File: src/rtl/prog_count_ctrl.sv
// prog_count_ctrl: run-control sequencer for a programmable 0..MAX_LIMIT
// up-counter. It latches and clamps the terminal value on start, steps the
// count once every TICK_DIV clocks, and supports pause and abort. The count
// is presented in binary and as a registered BCD pair (tens/ones).
module prog_count_ctrl #(
  parameter int WIDTH     = 7,
  parameter int MAX_LIMIT = 99,
  parameter int TICK_DIV  = 1
) (
  input  logic             CLK,
  input  logic             rst_n,
  input  logic             start,
  input  logic             pause,
  input  logic             abort,
  input  logic [WIDTH-1:0] max_count,
  output logic [WIDTH-1:0] count_out,
  output logic [3:0]       bcd_tens,
  output logic [3:0]       bcd_ones,
  output logic             busy,
  output logic             done,
  output logic             clamped
);

  // The divider needs at least one bit even when every clock is a tick.
  localparam int DIV_W = (TICK_DIV > 1) ? $clog2(TICK_DIV) : 1;
  localparam logic [DIV_W-1:0] TICK_LAST = DIV_W'(TICK_DIV - 1);
  localparam logic [WIDTH-1:0] LIMIT_W   = WIDTH'(MAX_LIMIT);

  typedef enum logic [1:0] {
    IDLE  = 2'd0,
    RUN   = 2'd1,
    PAUSE = 2'd2,
    DONE  = 2'd3
  } state_t;

  state_t           state_q, state_d;
  logic [WIDTH-1:0] count_q, count_d;
  logic [WIDTH-1:0] lim_q, lim_d;
  logic [DIV_W-1:0] tick_q, tick_d;
  logic             clamped_q, clamped_d;
  logic             busy_q, done_q;
  logic [3:0]       tens_q, ones_q;
  logic [3:0]       tens_d, ones_d;
  logic [WIDTH-1:0] start_lim;
  logic             step;

  // Next-state logic: abort overrides everything, then pause, then start.
  always_comb begin
    state_d   = state_q;
    count_d   = count_q;
    lim_d     = lim_q;
    tick_d    = tick_q;
    clamped_d = clamped_q;
    step      = 1'b0;
    start_lim = (max_count > LIMIT_W) ? LIMIT_W : max_count;

    case (state_q)
      IDLE, DONE: begin
        if (start) begin
          lim_d     = start_lim;
          clamped_d = (max_count > LIMIT_W);
          count_d   = '0;
          tick_d    = '0;
          state_d   = (start_lim == '0) ? DONE : RUN;
        end
      end
      RUN: begin
        if (pause) state_d = PAUSE;
        else       step    = 1'b1;
      end
      PAUSE: begin
        // Releasing pause resumes counting on that same edge.
        if (!pause) begin
          state_d = RUN;
          step    = 1'b1;
        end
      end
      default: state_d = IDLE;
    endcase

    if (step) begin
      if (tick_q == TICK_LAST) begin
        tick_d  = '0;
        count_d = count_q + WIDTH'(1);
        if (count_q + WIDTH'(1) == lim_q) state_d = DONE;
      end else begin
        tick_d = tick_q + DIV_W'(1);
      end
    end

    if (abort) begin
      state_d = IDLE;
      count_d = '0;
      tick_d  = '0;
    end
  end

  // Binary to BCD split of the current count; fed into a register stage.
  always_comb begin
    tens_d = 4'd0;
    for (int i = 1; i <= 9; i++) begin
      if (count_q >= WIDTH'(i * 10)) tens_d = 4'(i);
    end
    ones_d = count_q[3:0] - 4'(tens_d * 4'd10);
  end

  // State, count and status registers with synchronous active-low reset.
  always_ff @(posedge CLK) begin
    if (!rst_n) begin
      state_q   <= IDLE;
      count_q   <= '0;
      lim_q     <= '0;
      tick_q    <= '0;
      clamped_q <= 1'b0;
      busy_q    <= 1'b0;
      done_q    <= 1'b0;
      tens_q    <= 4'd0;
      ones_q    <= 4'd0;
    end else begin
      state_q   <= state_d;
      count_q   <= count_d;
      lim_q     <= lim_d;
      tick_q    <= tick_d;
      clamped_q <= clamped_d;
      busy_q    <= (state_d == RUN) || (state_d == PAUSE);
      done_q    <= (state_d == DONE);
      tens_q    <= tens_d;
      ones_q    <= ones_d;
    end
  end

  assign count_out = count_q;
  assign bcd_tens  = tens_q;
  assign bcd_ones  = ones_q;
  assign busy      = busy_q;
  assign done      = done_q;
  assign clamped   = clamped_q;

endmodule

File: config.mk
export PLATFORM = sky130hd
export DESIGN_NAME = prog_count_ctrl
export DESIGN_NICKNAME = d
export VERILOG_FILES = /design/src/rtl/prog_count_ctrl.sv
export SDC_FILE = /design/constraint.sdc
export NUM_CORES = 1
export LEC_CHECK = 0
export CORE_ASPECT_RATIO = 0.75
export CORE_MARGIN = 2
export CORE_UTILIZATION = 41
export CTS_CLUSTER_DIAMETER = 120
export DETAILED_ROUTE_END_ITERATION = 6
export GPL_TIMING_DRIVEN = 0
export HOLD_SLACK_MARGIN = 0.08
export PLACE_DENSITY = 0.66
export SYNTH_ARGS = -nofsm -noshare
export SYNTH_HDL_FRONTEND = slang
export SYNTH_SLANG_ARGS = --single-unit
File: constraint.sdc
create_clock -name CLK -period 3.4 [get_ports CLK]
set_input_delay 0.68 -clock CLK [delete_from_list [all_inputs] [get_ports CLK]]
set_output_delay 0.68 -clock CLK [all_outputs]
set_load 0.01 [all_outputs]
==> flow_summary.ini, run 1 <==
[logic_synthesis]
synth_compound_area_frac = 0.198
synth_seq_area_share = 0.354
syn_area_um2 = 1530
yosys.area_share.simple = 0.248
synth_fp_nets = 213
synth_edf_count = 0
syn-mean-instance-area_um2 = 7.87
synth_top_family_by_area = simple AND/OR/NAND/NOR gates
synth-xor-area-share = 0.0516
synthCells = 194
synth.area.mux_share = 0.00656
synth_warnings = 0
synth-adder-area-share = 0.0689
ys_ff_latch = 27
synth_top_area_frac = 0.354
async_flop_share = 0
yosys-top-cells-count = 28 x nor2_1, 27 x dfxtp_1, 17 x nand2_1
synth.area.top_cells = dfxtp_1 35%, nor2_1 6.9%, a21oi_1 5.2%
synth_cell_types = 43
synth_ff_type = dfxtp_1
yosys.cell_count.top_type = nor2_1
synth_top_area_cell = dfxtp_1

[global_route]
grt_max_degree = 17
first_global_vias = 1193
grt_pass1_wl_um = 5390
grt-ovfl-total = 0
grt_use_total = 0.162
antenna_found_initial = 0

[detailed_routing]
wl_per_cell_um = 11.8
dr_total_vias = 1403
finalWirelength_um = 3300
drt_first_pass_iters = 4
ant_nets = 0
drt-vias-per-instance = 5.03
drc_errors = 0
drtIter0Drc = 127

[floorplanning]
dieArea_um2 = 4230
pin_count = 30
rows = 19
core_region_area_um2 = 3610
die_w_um = 74.5
fp.dieH_um = 56.8
start_util = 0.422

[worst_setup_path]
startpoint_type = flip-flop
r2r-end = bcd_ones[3]
path_class = flip-flop to flip-flop
r2r_slack_ns = 0.38
end_kind = flip-flop
worstPathRequired_ns = 3.62
crit_arrival_ns = 3.23
crit_fanout = 8
r2r_start = count_out[0]
r2r_cells = 12

[hold_path]
hold_end = clamped
min_from = clamped
hold_depth = 2
hp-class = flip-flop to flip-flop

[timing]
rsz0062_at_grt = false
final_hold_viol_count = 0
finalSetupViolations = 0
max_freq_mhz = 331
min_period_ns = 3.02
slew_violations = 0
worst_clock_skew_ns = 0.00690
fin_setup_tns_ns = 0
timing.final.crit_share = 0.887
worst_slew_pin_slew_ns = 0.669
relSlewSlack = 0.548

[place]
place_hpwl_um = 2540
place_inst = 275
place_congestion = 0.837
numPortBuffers = 29

[clocking]
clock-sinks = 27
htreeDepth = 1
clock_latency_ns = 0.28
root_buffer = clkbuf_8
cts_hold_buf = 0
post_cts_resized = 0
cts_inserted_buffers = 3
clk_pin_slew_ns = 0.10
cts_max_path_buffers = 2
post-cts-setup-buffers = 0
cts_tree = yes

[finish]
layout.nets = 247
final_cells = 279
final_util = 0.534
antenna_cells = 0
syn2layout_area_growth_pct = 26.5
n_fill_cell = 380
drive_above_1_share = 0.0573

[power_and_ir_drop]
ir_worst_vdd_mv = 0.206
power_density_nw_per_um2 = 312
power_leakage_nw = 0.729
p_total_w = 0.000601

[run_status]
status = completed

[flow_run]
drv_cap = 0
## cell usage in the layout, fill, tap and decap left out, drive strengths merged
cell type and instances:
o211ai 3, nor3 6, o32ai 1, clkdlybuf4s50 29, xor2 5, nand3 6
or2 1, clkbuf 7, maj3 1, fa 1, nor2 28, xnor2 4
a211oi 2, and3 1, a21o 1, o221ai 1, a22oi 5, inv 12
o22ai 1, ha 6, o21ai 11, clkinvlp 1, a21oi 16, nor3b 3
mux2i 1, nor4 2, or3b 1, nand2 17, dfxtp 27, o311ai 1
nand2b 2, a221oi 1, nor2b 3, buf 6, a31oi 5, or3 3
o21a 1, and2 5
## final cells by class
class	count	area, um^2	share of cell area
Tap cell	52	65.1	0.0337
Timing Repair Buffer	29	290	0.150
Buffer	10	65.1	0.0337
Clock inverter	1	7.51	0.00389
Inverter	12	45.0	0.0233
Sequential cell	27	541	0.280
Multi-Input combinational cell	145	876	0.454
Clock buffer	3	41.3	0.0214
## state kept, by name (all words and copies together), names as in the netlist
register / cells
bcd_tens: 4
lim_q: 7
state_q: 2
count_out: 7
clamped: 1
busy: 1
bcd_ones: 4
done: 1
## layer usage
layer  vias up  track usage  part of all wire
met2        50        0.249              0.43
met1       617        0.235              0.49
met3         2       0.0377             0.078
met5         -            0                 0
li1        734            -                 -
met4         0       0.0230            0.0030
## kinds of logic after synthesis
group                    Yosys count
AO/OA/AOI/OAI                     49
XOR/XNOR                           9
adder cells (fa/ha/maj)            8
buffers and inverters             22
flip-flops                        27
multiplexers                       1
AND/OR/NAND/NOR                   78
## how the worst max path moves through the flow
stage / from / to / slack (ns)
floorplan: count_out[0] / bcd_ones[3] / 0.62
global placement: count_out[0] / bcd_ones[3] / 0.37
detailed placement: count_out[0] / bcd_ones[3] / 0.37
CTS: count_out[0] / bcd_ones[3] / 0.37
global route: count_out[0] / bcd_ones[3] / 0.20
finish: count_out[0] / bcd_ones[3] / 0.38
## stage by stage
| step | setup WS (ns) | hold WS, ns | instance area, um^2 |
|---|---|---|---|
| after floorplan | 0.616 | 0.448 | 1530 |
| after global placement | 0.370 | 0.456 | 1880 |
| after detailed placement | 0.375 | 0.463 | 1880 |
| after CTS | 0.366 | 0.477 | 1930 |
| after global routing | 0.199 | 0.497 | 1930 |
| final | 0.383 | 0.473 | 1930 |
## worst max-delay path, cell delays in order (launching register included)
cell and delay (ns):
dfxtp_1 0.52, inv_1 0.10, ha_1 0.21, or3_1 0.33, a31oi_1 0.17, o221ai_1 0.12, o311ai_0 0.19, inv_1 0.11
ha_1 0.22, fa_1 0.37, and3_1 0.16, or3_1 0.33, mux2i_1 0.12
## where the power goes
part,internal (W),switching [W]
clock,0.0000833,0.000104
sequential,0.000325,0.00000734
combinational,0.0000372,0.0000438
total,0.000446,0.000155
(Power assumes the default switching activity.)
==> run 2, diff against run 1 <==
- SKIP_LAST_GASP: not set -> 1
==> results of run 2 <==
Same layout as run 1: the final DEF is identical, and so are final timing and power.
